--- src/rtl/lsu_ctrl.sv ---
// Load/store unit: turns byte/half/word loads and stores into word-wide DMEM
// accesses (read-modify-write for sb/sh) and formats load results.
module lsu_ctrl #(
   parameter int ADDR_W = 10
) (
   input  logic              clk,
   input  logic              rst_n,
   input  logic              req_valid,
   output logic              req_ready,
   input  logic              MemRW,
   input  logic [2:0]        funct3,
   input  logic [31:0]       ALU_addr,
   input  logic [31:0]       DataW,
   output logic              resp_valid,
   output logic [31:0]       DataR,
   output logic              misalign,
   output logic              mem_we,
   output logic [2:0]        mem_funct3,
   output logic [ADDR_W-1:0] mem_addr,
   output logic [31:0]       mem_wdata,
   input  logic [31:0]       mem_rdata
);

   typedef enum logic [2:0] {
      S_IDLE, S_RD, S_CAP, S_WR, S_RESP, S_ERR
   } state_t;

   state_t            r_state;
   logic              r_store;
   logic [2:0]        r_funct3;
   logic [1:0]        r_off;
   logic [15:0]       r_data_w;
   logic              r_resp_valid;
   logic              r_misalign;
   logic              r_mem_we;
   logic [31:0]       r_data_r;
   logic [31:0]       r_mem_wdata;
   logic [ADDR_W-1:0] r_mem_addr;

   logic              w_illegal;
   logic [7:0]        w_byte;
   logic [15:0]       w_half;
   logic [31:0]       w_load;
   logic [31:0]       w_merged;
   // Address bits above the DMEM range are deliberately dropped (wrap-around).
   logic              w_unused_addr;

   assign w_unused_addr = ^ALU_addr[31:ADDR_W+2];

   always_comb begin
      // NOTE: every combinational output gets a default first so no latch is inferred.
      w_illegal = 1'b1;
      case (funct3)
         3'b000:  w_illegal = 1'b0;
         3'b001:  w_illegal = ALU_addr[0];
         3'b010:  w_illegal = |ALU_addr[1:0];
         3'b100:  w_illegal = MemRW;
         3'b101:  w_illegal = MemRW | ALU_addr[0];
         default: w_illegal = 1'b1;
      endcase
   end

   assign w_byte = mem_rdata[{r_off, 3'b000} +: 8];
   assign w_half = mem_rdata[{r_off[1], 4'b0000} +: 16];

   always_comb begin
      w_load = mem_rdata;
      case (r_funct3)
         3'b000:  w_load = {{24{w_byte[7]}}, w_byte};
         3'b001:  w_load = {{16{w_half[15]}}, w_half};
         3'b100:  w_load = {24'h0, w_byte};
         3'b101:  w_load = {16'h0, w_half};
         default: w_load = mem_rdata;
      endcase
   end

   // Only sb (000) and sh (001) reach the merge path, so funct3[0] picks the width.
   always_comb begin
      w_merged = mem_rdata;
      if (r_funct3[0]) w_merged[{r_off[1], 4'b0000} +: 16] = r_data_w;
      else             w_merged[{r_off, 3'b000} +: 8]      = r_data_w[7:0];
   end

   // NOTE: all sequential state uses non-blocking assignments so every register
   // samples pre-edge values regardless of statement order.
   always_ff @(posedge clk or negedge rst_n) begin
      if (!rst_n) begin
         r_state      <= S_IDLE;
         r_store      <= 1'b0;
         r_funct3     <= 3'b000;
         r_off        <= 2'b00;
         r_data_w     <= 16'h0;
         r_resp_valid <= 1'b0;
         r_misalign   <= 1'b0;
         r_mem_we     <= 1'b0;
         r_data_r     <= 32'h0;
         r_mem_wdata  <= 32'h0;
         r_mem_addr   <= '0;
      end else begin
         r_resp_valid <= 1'b0;
         r_misalign   <= 1'b0;
         r_mem_we     <= 1'b0;
         case (r_state)
            S_IDLE: begin
               if (req_valid) begin
                  r_store    <= MemRW;
                  r_funct3   <= funct3;
                  r_off      <= ALU_addr[1:0];
                  r_data_w   <= DataW[15:0];
                  r_mem_addr <= ALU_addr[ADDR_W+1:2];
                  if (w_illegal) begin
                     r_state      <= S_ERR;
                     r_resp_valid <= 1'b1;
                     r_misalign   <= 1'b1;
                  end else if (MemRW && funct3 == 3'b010) begin
                     r_state     <= S_WR;
                     r_mem_we    <= 1'b1;
                     r_mem_wdata <= DataW;
                  end else begin
                     r_state <= S_RD;
                  end
               end
            end
            S_RD: r_state <= S_CAP;
            S_CAP: begin
               if (r_store) begin
                  r_mem_wdata <= w_merged;
                  r_mem_we    <= 1'b1;
                  r_state     <= S_WR;
               end else begin
                  r_data_r     <= w_load;
                  r_resp_valid <= 1'b1;
                  r_state      <= S_RESP;
               end
            end
            S_WR: begin
               r_resp_valid <= 1'b1;
               r_state      <= S_RESP;
            end
            S_RESP:  r_state <= S_IDLE;
            S_ERR:   r_state <= S_IDLE;
            default: r_state <= S_IDLE;
         endcase
      end
   end

   assign req_ready  = (r_state == S_IDLE);
   assign resp_valid = r_resp_valid;
   assign misalign   = r_misalign;
   assign DataR      = r_data_r;
   assign mem_we     = r_mem_we;
   assign mem_funct3 = 3'b010;
   assign mem_addr   = r_mem_addr;
   assign mem_wdata  = r_mem_wdata;

endmodule

--- config.mk ---
export PLATFORM = sky130hd
export DESIGN_NAME = lsu_ctrl
export DESIGN_NICKNAME = d
export VERILOG_FILES = /design/src/rtl/lsu_ctrl.sv
export SDC_FILE = /design/constraint.sdc
export NUM_CORES = 1
export LEC_CHECK = 0
export ABC_AREA = 1
export CORE_MARGIN = 8
export CORE_UTILIZATION = 49
export CTS_CLUSTER_SIZE = 10
export DETAILED_ROUTE_END_ITERATION = 6
export DONT_BUFFER_PORTS = 1
export PLACE_DENSITY_LB_ADDON = 0.1
export SLEW_MARGIN = 20
export SYNTH_ARGS = -nofsm -noshare
export SYNTH_HDL_FRONTEND = slang
export SYNTH_SLANG_ARGS = --single-unit
export TNS_END_PERCENT = 30
--- constraint.sdc ---
create_clock -name clk -period 4.3 [get_ports clk]
set_clock_uncertainty 0.1 [all_clocks]
set_input_delay 0.43 -clock clk [delete_from_list [all_inputs] [get_ports clk]]
set_output_delay 0.43 -clock clk [all_outputs]
set_load 0.01 [all_outputs]
==> results of run 1 <==
kinds of logic after synthesis:
kind of cell / share of synthesized area (%)
and+or+nand+nor: 35.7
adders and majority gates: 0.984
other: 0.118
buffers and inverters: 10.1
DFF: 40.1
AOI/OAI and AO/OA: 13.0
flip-flops by register name (all words and copies together), names as in the netlist:
register and cells:
r_data_w 16, mem_addr 10, mem_wdata 32, mem_we 1
misalign 1, r_state 3, r_off 2, r_funct3 3
DataR 32, r_store 1, resp_valid 1
cell usage after synthesis, types with 3 or more instances:
cell type / n / area share, %
inv_2: 4 / 0.24
o21ai_0: 70 / 5.5
buf_4: 3 / 0.35
a21oi_1: 73 / 5.7
nand2_1: 415 / 24
clkbuf_1: 23 / 1.4
o211ai_1: 9 / 1.1
inv_1: 96 / 5.7
buf_1: 6 / 0.35
or2_0: 6 / 0.59
buf_2: 20 / 1.6
dfrtp_1: 102 / 40
nand3_2: 3 / 0.47
ha_1: 5 / 0.98
or2_2: 10 / 0.98
nor2_1: 42 / 2.5
nand3_1: 71 / 5.6
o21ai_1: 3 / 0.24
where the power goes:
part / total [mW] / internal (mW) / switching (mW)
sequential: 2.05 / 1.42 / 0.626
clock: 0.957 / 0.571 / 0.386
combinational: 2.11 / 0.690 / 1.42
area by class of cell:
type / instances / area [µm²]
clock buffers: 9 / 225
clock inverters: 7 / 120
fillers: 1319 / 5910
inverters: 100 / 375
multi-input cells: 723 / 3170
flip-flops and latches: 102 / 2550
well taps: 172 / 215
repair buffers: 11 / 105
path summary, 6_finish.rpt:
| path | cells past startpoint | endpoint | slack [ns] |
|---|---|---|---|
| setup / recovery | 9 | mem_wdata[6] | 1.69 |
| hold / removal | 2 | mem_addr[1] | 0.08 |
| setup reg to reg | 9 | mem_wdata[6] | 1.69 |
| hold reg to reg | 2 | r_data_w[10] | 0.43 |
| max in group asynchronous | 2 | mem_wdata[29] | 3.13 |
| min in group asynchronous | 2 | mem_addr[4] | 0.54 |
worst reg2reg max path, stage by stage (launching register included):
cell and delay [ns]:
dfrtp_1 0.73, inv_1 0.26, ha_1 0.39, nor2_1 0.45, nand3_1 0.13, nand2_1 0.08, nand2_1 0.04, nand2_1 0.16
nand3_1 0.10, nand2_1 0.09
stage by stage:
step | utilization [%] | hold slack, ns | std cells
floorplan | - | 0.0344 | 981
global placement | 50.4 | 0.0370 | 1106
detailed placement | 50.4 | 0.0371 | 1106
CTS | 53.4 | 0.0712 | 1124
global route | 53.4 | 0.0706 | 1124
finish | 53.4 | 0.0824 | 1124
per-layer routing:
layer	vias to the layer above	GRT usage [%]	routed length [µm]
met3	25	7.02	1910
met1	2685	30.0	8260
met4	0	9.56	486
li1	2985	-	-
met2	220	35.5	8770
met5	-	0	0
what timing repair did:
item | in CTS | in global routing
hold buffers | 2 | 0
hold endpoints to repair | 102 | 0
resized for setup | 0 | 0
==> flow_summary.yaml, run 1 <==
worst_setup_path:
  critPathMaxFanout: 18
  cpPeakStageDelay_ns: 0.73
  slowest_stage: "dfrtp_1"
  critPathCaptureType: "register"
  path_class: "register to register"
  start_kind: "register"
  crit_family: "simple AND/OR/NAND/NOR gates"
  crit_start: "r_off[0]"
  path_buf_inv: 1
  r2r-start: "r_off[0]"
  cp_common_cell: "nand2_1"
  cp_cell_sequence: "inv_1 > ha_1 > nor2_1 > nand3_1 > nand2_1 > nand2_1 > nand2_1 > nand3_1 > nand2_1"
  cp_data_required_time_ns: 4.49
  crit_arrival_ns: 2.80
final_layout:
  finalInstanceArea_um2: 6770
  nets: 1055
  mostFrequentLayoutCell: "nand2_1"
  syn_to_final_growth_pct: 6.40
  drive_above_1_share_pct: 5.15
  layout_common_cells: "nand2_1 (415), dfrtp_1 (101), inv_1 (96)"
  n_antenna_cell: 0
placement:
  place_ws_ns: 1.78
  portBuffers: 0
  placed_area_um2: 6380
  routabilityCongestion: 0.922
  dp_hpwl_um: 14200
synthesis:
  syn_area_per_cell_um2: 6.49
  synth.distinct_cells: 31
  synth-seq-area-share_pct: 40.1
  synthesis.area_um2: 6360
  ys_async_sr_fraction_pct: 100
  yosys_warnings: 0
  synth_seq_cells: 102
  synth_cells: 980
  synth_edf_count: 0
  synthFlopType: "dfrtp_1"
clock_network:
  clockBufferDepth: 2
  tritoncts: "yes"
  post_cts_buffers: 0
  clk_pin_slew_ns: 0.07
  numCtsBuffers: 9
  cts_sinks: 102
  clk_latency_ns: 0.36
  cts_root_buffer: "clkbuf_16"
  htree_levels: 3
sta:
  maxSlewViolCount: 0
  final-hold-violation-count: 0
  finalCritPeriodShare_pct: 60.6
  finalCriticalPeriod_ns: 2.61
  rsz0062_at_grt: "false"
  max_slew_margin_pct: 32.4
  finalSetupTns_ns: 0
  max_freq_mhz: 384
  tightest_slew_ns: 1.01
  setup_slack_ns: 1.69
  setup_viol: 0
die:
  coreArea_um2: 12700
  die_h_um: 130
  die_area_um2: 16900
  die_w_um: 130
  start_util_pct: 50.2
  rows: 41
  ios: 184
routing:
  via_per_inst: 5.26
  drc: 0
  firstDrtPassIters: 5
  routedWlPerCell_um: 17.3
  initialDrtViolationCount: 652
  num_vias: 5915
  ant_nets: 0
  drt_wl_total_um: 19400
power_and_ir_drop:
  irDropWorstVdd_uv: 382
  total_power_mw: 5.11
  power.density_nw_per_um2: 755
  p_leak_nw: 3.67
worst_hold_path:
  hp-class: "primary input to register"
  hp-start: "ALU_addr[3]"
global_routing:
  grt_max_degree: 103
  grt_pass1_vias: 5404
  antenna_found_initial: 0
  grtUsageTotal_pct: 23.2
  grt_pass1_wl_um: 30000
  gr-total-overflow: 0
outcome:
  run_status: "complete, no violations"
job:
  maxCapViolCount: 0
Power figures use the tool's default switching activity.
==> run 2: changes to the inputs <==
==> constraint.sdc (replaced) <==
create_clock -name clk -period 2.3 [get_ports clk]
set_clock_uncertainty 0.1 [all_clocks]
set_input_delay 0.23 -clock clk [delete_from_list [all_inputs] [get_ports clk]]
set_output_delay 0.23 -clock clk [all_outputs]
set_load 0.01 [all_outputs]
==> run 2 against run 1 <==
Against the previous run:
- the flow now finishes with violations (negative hold slack)
- setup slack lost 1.4 ns
- global-route usage grew 1.3 points
- critical endpoint is now mem_wdata[4]
- highest routed layer unchanged
- critical path depth is the same
- flip-flop and latch count is the same
- sequential share of layout area shrank 2.8 points
- utilization grew 4.3 points
- non-clock buffer count grew 60
- final area grew 8.1%
- via count grew 5.0%
- register-to-register slack lost 1.4 ns
- cell count grew 5.3%
==> flow_summary.yaml, run 2 (synthesis gave the netlist of run 1 again) <==
outcome:
  run_status: "finished, violations left"
  violations: "negative hold slack"
worst_setup_path:
  start_kind: "register"
  cp_cell_sequence: "inv_1 > ha_1 > nor2_1 > nand3_1 > nand2_1 > nand2_1 > nand2_1 > nand3_1 > nand2_1"
  path_class: "register to register"
  path_buf_inv: 1
  cp_data_required_time_ns: 2.50
  crit_start: "r_off[0]"
  critPathCaptureType: "register"
  r2r-start: "r_off[0]"
  critPathMaxFanout: 8
  crit_arrival_ns: 2.24
  ff2ff_setup_slack_ns: 0.26
  cp_common_cell: "nand2_1"
  crit_family: "simple AND/OR/NAND/NOR gates"
  slowest_stage: "nor2_1"
  cpPeakStageDelay_ns: 0.44
sta:
  max_freq_mhz: 491
  finalSetupTns_ns: 0
  setup_viol: 0
  finalCriticalPeriod_ns: 2.04
  setup_slack_ns: 0.263
  rsz0062_at_grt: "false"
  hold_ws_ns: -0.547
  max_slew_margin_pct: 53.4
  tightest_slew_ns: 0.697
  final-hold-violation-count: 102
  finalCritPeriodShare_pct: 88.6
  maxSlewViolCount: 0
clock_network:
  hold_buffers: 55
  numCtsBuffers: 9
  post_cts_resized: 0
  clk_latency_ns: 0.37
  tritoncts: "yes"
  htree_levels: 3
  cts_sinks: 102
  clockBufferDepth: 2
  clk_pin_slew_ns: 0.07
  post_cts_buffers: 0
  cts_root_buffer: "clkbuf_16"
die:
  coreArea_um2: 12700
  die_h_um: 130
  start_util_pct: 50.2
  die_w_um: 130
  ios: 184
  rows: 41
  die_area_um2: 16900
global_routing:
  gr-total-overflow: 0
  grtUsageTotal_pct: 24.5
  met3_usage_pct: 6.69
  busiest_layer: "met2"
  met1_usage_pct: 31.5
  grt_pass1_vias: 5904
  grt_max_degree: 103
  grt_pass1_wl_um: 31800
  use_met2_pct: 38.8
  antenna_found_initial: 0
routing:
  ant_nets: 0
  routedWlPerCell_um: 17.1
  num_vias: 6211
  drt_wl_total_um: 20200
  initialDrtViolationCount: 612
  firstDrtPassIters: 5
  drc: 0
  via_per_inst: 5.25
placement:
  dp_hpwl_um: 14700
  place_ws_ns: 0.326
  portBuffers: 0
  placed_area_um2: 6430
  routabilityCongestion: 0.923
final_layout:
  finalInstanceArea_um2: 7320
  nets: 1115
  syn_to_final_growth_pct: 15.1
  drive_above_1_share_pct: 5.43
  layout_common_cells: "nand2_1 (415), dfrtp_1 (101), inv_1 (96)"
  n_antenna_cell: 0
  mostFrequentLayoutCell: "nand2_1"
  finish.utilization_pct: 57.7
worst_hold_path:
  hp-class: "primary input to asynchronous set/reset pin"
job:
  maxCapViolCount: 0
power_and_ir_drop:
  irDropWorstVdd_uv: 587
  power.density_nw_per_um2: 1310
  p_leak_nw: 3.90
[run 2: cell count changes in the layout (fill, tap and decap cells not counted), sizes merged]
cell | before | now
dlygate4sd3 | 1 | 55
bufinv | 3 | 2
buf | 10 | 16
inv | 101 | 102
[run 2: final timing paths]
kind,endpoint,depth (start not counted)
max,mem_wdata[4],9
max in group asynchronous,mem_wdata[13],0
max reg2reg,mem_wdata[4],9
min reg2reg,r_data_w[11],2
min,mem_addr[4],0
min in group clk,DataR[22],4
[run 2: layer usage]
layer / share of wire [%] / routed length [µm]
met4: 2.1 / 435
met5: 0 / 0
met1: 43 / 8790
met2: 46 / 9260
met3: 8.7 / 1750
[run 2: metrics by stage]
stage | std cells | total power [mW]
2_1_floorplan | 981 | 6.77
3_3_place_gp | 1113 | 7.73
3_5_place_dp | 1113 | 7.81
4_1_cts | 1184 | 9.63
5_1_grt | 1184 | 10.4
6_report | 1184 | 9.57
[run 2: worst register-to-register path: cells and delay by family (launching register included)]
kind / cells / cell delay (ns)
and+or+nand+nor: 7 / 1.04
DFF: 1 / 0.38
adders and majority gates: 1 / 0.29
buffers and inverters: 1 / 0.17
[run 2: cell type report]
class,instances,area [µm²]
Clock inverter,7,105
Tap cell,172,215
Fill cell,1267,5360
Inverter,100,375
Timing Repair Buffer,71,671
Sequential cell,102,2550
Multi-Input combinational cell,723,3170
Clock buffer,9,225
[run 2: power breakdown]
group          leakage, nW  internal (mW)  switching (mW)
combinational         2.50           1.39            2.75
clock                0.158          0.969           0.730
sequential            1.25           2.66            1.08
total                 3.90           5.02            4.55
==> RTL change (flow settings as in run 2) <==
Make the reset (`rst_n`) synchronous in one clocked block.
--- a/src/rtl/lsu_ctrl.sv
+++ b/src/rtl/lsu_ctrl.sv
@@ -83,7 +83,7 @@
 
    // NOTE: all sequential state uses non-blocking assignments so every register
    // samples pre-edge values regardless of statement order.
-   always_ff @(posedge clk or negedge rst_n) begin
+   always_ff @(posedge clk) begin
       if (!rst_n) begin
          r_state      <= S_IDLE;
          r_store      <= 1'b0;
Formal check against the unedited RTL: differs if rst_n is asserted again (counterexample within 4 cycles, from zero or initial values and one cycle with rst_n low); with rst_n held inactive, the same outputs for 4 cycles.
==> RTL change against run 2 <==
  * Critical path depth shrank 2
  * First-iteration DRC count grew 9.8%
  * Synthesized area shrank 1.4%
  * Routed wire length grew 1.2%
  * Sequential share of layout area shrank 5.9 points
  * Die area shrank 1.2%
  * Setup slack lost 0.052 ns
  * Sequential cell count is the same
  * Via count grew 4.3%
  * Cell area shrank 3.7%
  * Critical path type unchanged
  * Highest routed layer unchanged
Power is not compared: it rests on default switching activity, and its combinational part moved more than twofold at a synthesized area within 25%.
==> RTL change: results (changes against run 2) <==
metric	value	unit	change
status	finished clean		
layout cells sized above 1	4.01	%	-1.4 points
pin slew with the least headroom to its limit	0.801	ns	+0.104 ns
I/O Buffers	0		unchanged
1st-pass router iterations	6		+1
Slowest-stage cell, CP	dlygate4sd3_1		
first-pass GRT wire length	31900	um	+0.15%
routability cong.	0.926		+0.34%
CP max stage delay	0.57	ns	+0.13 ns
top cells by area, synth	dfxtp_1, nand2_1, a21oi_1		
Unique masters post-synth	25		-19%
vias in the first global route	5778		-2.1%
post-synthesis sequential area ratio	32.6	%	-7.6 points
Final nets	1177		+5.6%
worst-skew pair later-pin latency	0.35	ns	-0.02 ns
clock buffer count from CTS	9		unchanged
pre-CTS worst setup slack	0.348	ns	+0.0223 ns
postcts setup bufs	0		unchanged
Final HPWL DP	14300	um	-2.8%
Worst Path Arrival	2.26	ns	+0.02 ns
detailed-route wire length per cell	16.4	um	-3.8%
dominant synthesized flop cell	dfxtp_1		
Vias/cell	5.20		-0.78%
All-Layer GR Usage	24.2	%	-0.27 points
asr flop ratio synth	0	%	-100 points
crit-path max FO	17		+9
largest net degree at the start of global routing	74		-28%
most instantiated cells after synthesis	nand2_1, inv_1, dfxtp_1		
initial antenna violation count	0		unchanged
Leak	3.48	nW	
worst hold-check path type	input pin to flop		
deepest clock path buffer count	2		unchanged
DR iter-0 viols	672		+9.8%
-- RTL change: changes by cell type after synthesis, sizes merged, moves of 19 or more --
cell,run 2,this run
inv,100,119
nand2,417,375
nor2,44,85
dfrtp,102,0
dfxtp,0,102
a21oi,73,101
o21ai,73,93
-- RTL change: power breakdown --
part | internal, mW | switching (mW)
logic | 0.380 | 0.704
clock network | 0.788 | 0.669
registers | 1.89 | 0.135
-- RTL change: kinds of logic (layout without fill, tap and decap cells) --
family          count (synthesis)  in the layout  share of synthesized area (%)
buf+inv                       192            193                           12.6
fa+ha+maj                       5              5                          0.998
flops                         102            102                           32.6
simple gates                  551            551                           35.2
other cells                     2              3                          0.120
compound gates                219            219                           18.5
-- RTL change: path summary, 6_finish.rpt --
path                            cells past startpoint  slack, ns        start          end
worst max-delay path                                7       0.21   r_state[2]  mem_addr[1]
worst max register to register                      7       0.21   r_state[2]  mem_addr[1]
worst min register to register                      2       0.39  r_funct3[2]  r_funct3[2]
worst min-delay path                                3      0.006        rst_n    DataR[16]
-- RTL change: final cells by class --
| type | instances | area [um2] |
|---|---|---|
| Multi-Input combinational cell | 778 | 3450 |
| Tap cell | 172 | 215 |
| Clock inverter | 3 | 18.8 |
| Fill cell | 1317 | 5530 |
| Clock buffer | 12 | 256 |
| Inverter | 120 | 450 |
| Sequential cell | 102 | 2040 |
| Timing Repair Buffer | 58 | 603 |
-- RTL change: per-layer routing --
metal / share of wire [%] / vias to the layer above / GRT usage [%]
met5: 0 / - / 0
met4: 2.3 / 0 / 9.19
met3: 11 / 31 / 7.68
met2: 44 / 253 / 36.6
met1: 43 / 2841 / 31.5
li1: - / 3355 / -
-- RTL change: repair_timing --
item                      4_1_cts  5_1_grt
hold endpoints to repair       91        0
hold buffers                   40        0
resized for setup               0        0
-- RTL change: metrics by stage --
stage	power [mW]	instances	area, um2	hold WS [ns]	utilization, %
after global routing	4.81	1245	7040	0.0143	56.0
after floorplan	2.83	1072	6270	0.290	-
final	4.56	1245	7040	0.00552	56.0
after detailed placement	3.04	1190	6350	0.271	50.5
after global placement	3.03	1190	6350	0.270	50.5
after CTS	4.58	1245	7040	0.000122	56.0
-- RTL change: critical path, delay by kind of cell (launching register included) --
kind | cells | cell delay (ns)
buffers and inverters | 3 | 0.97
AOI/OAI and AO/OA | 1 | 0.15
and+or+nand+nor | 3 | 0.48
DFF | 1 | 0.32
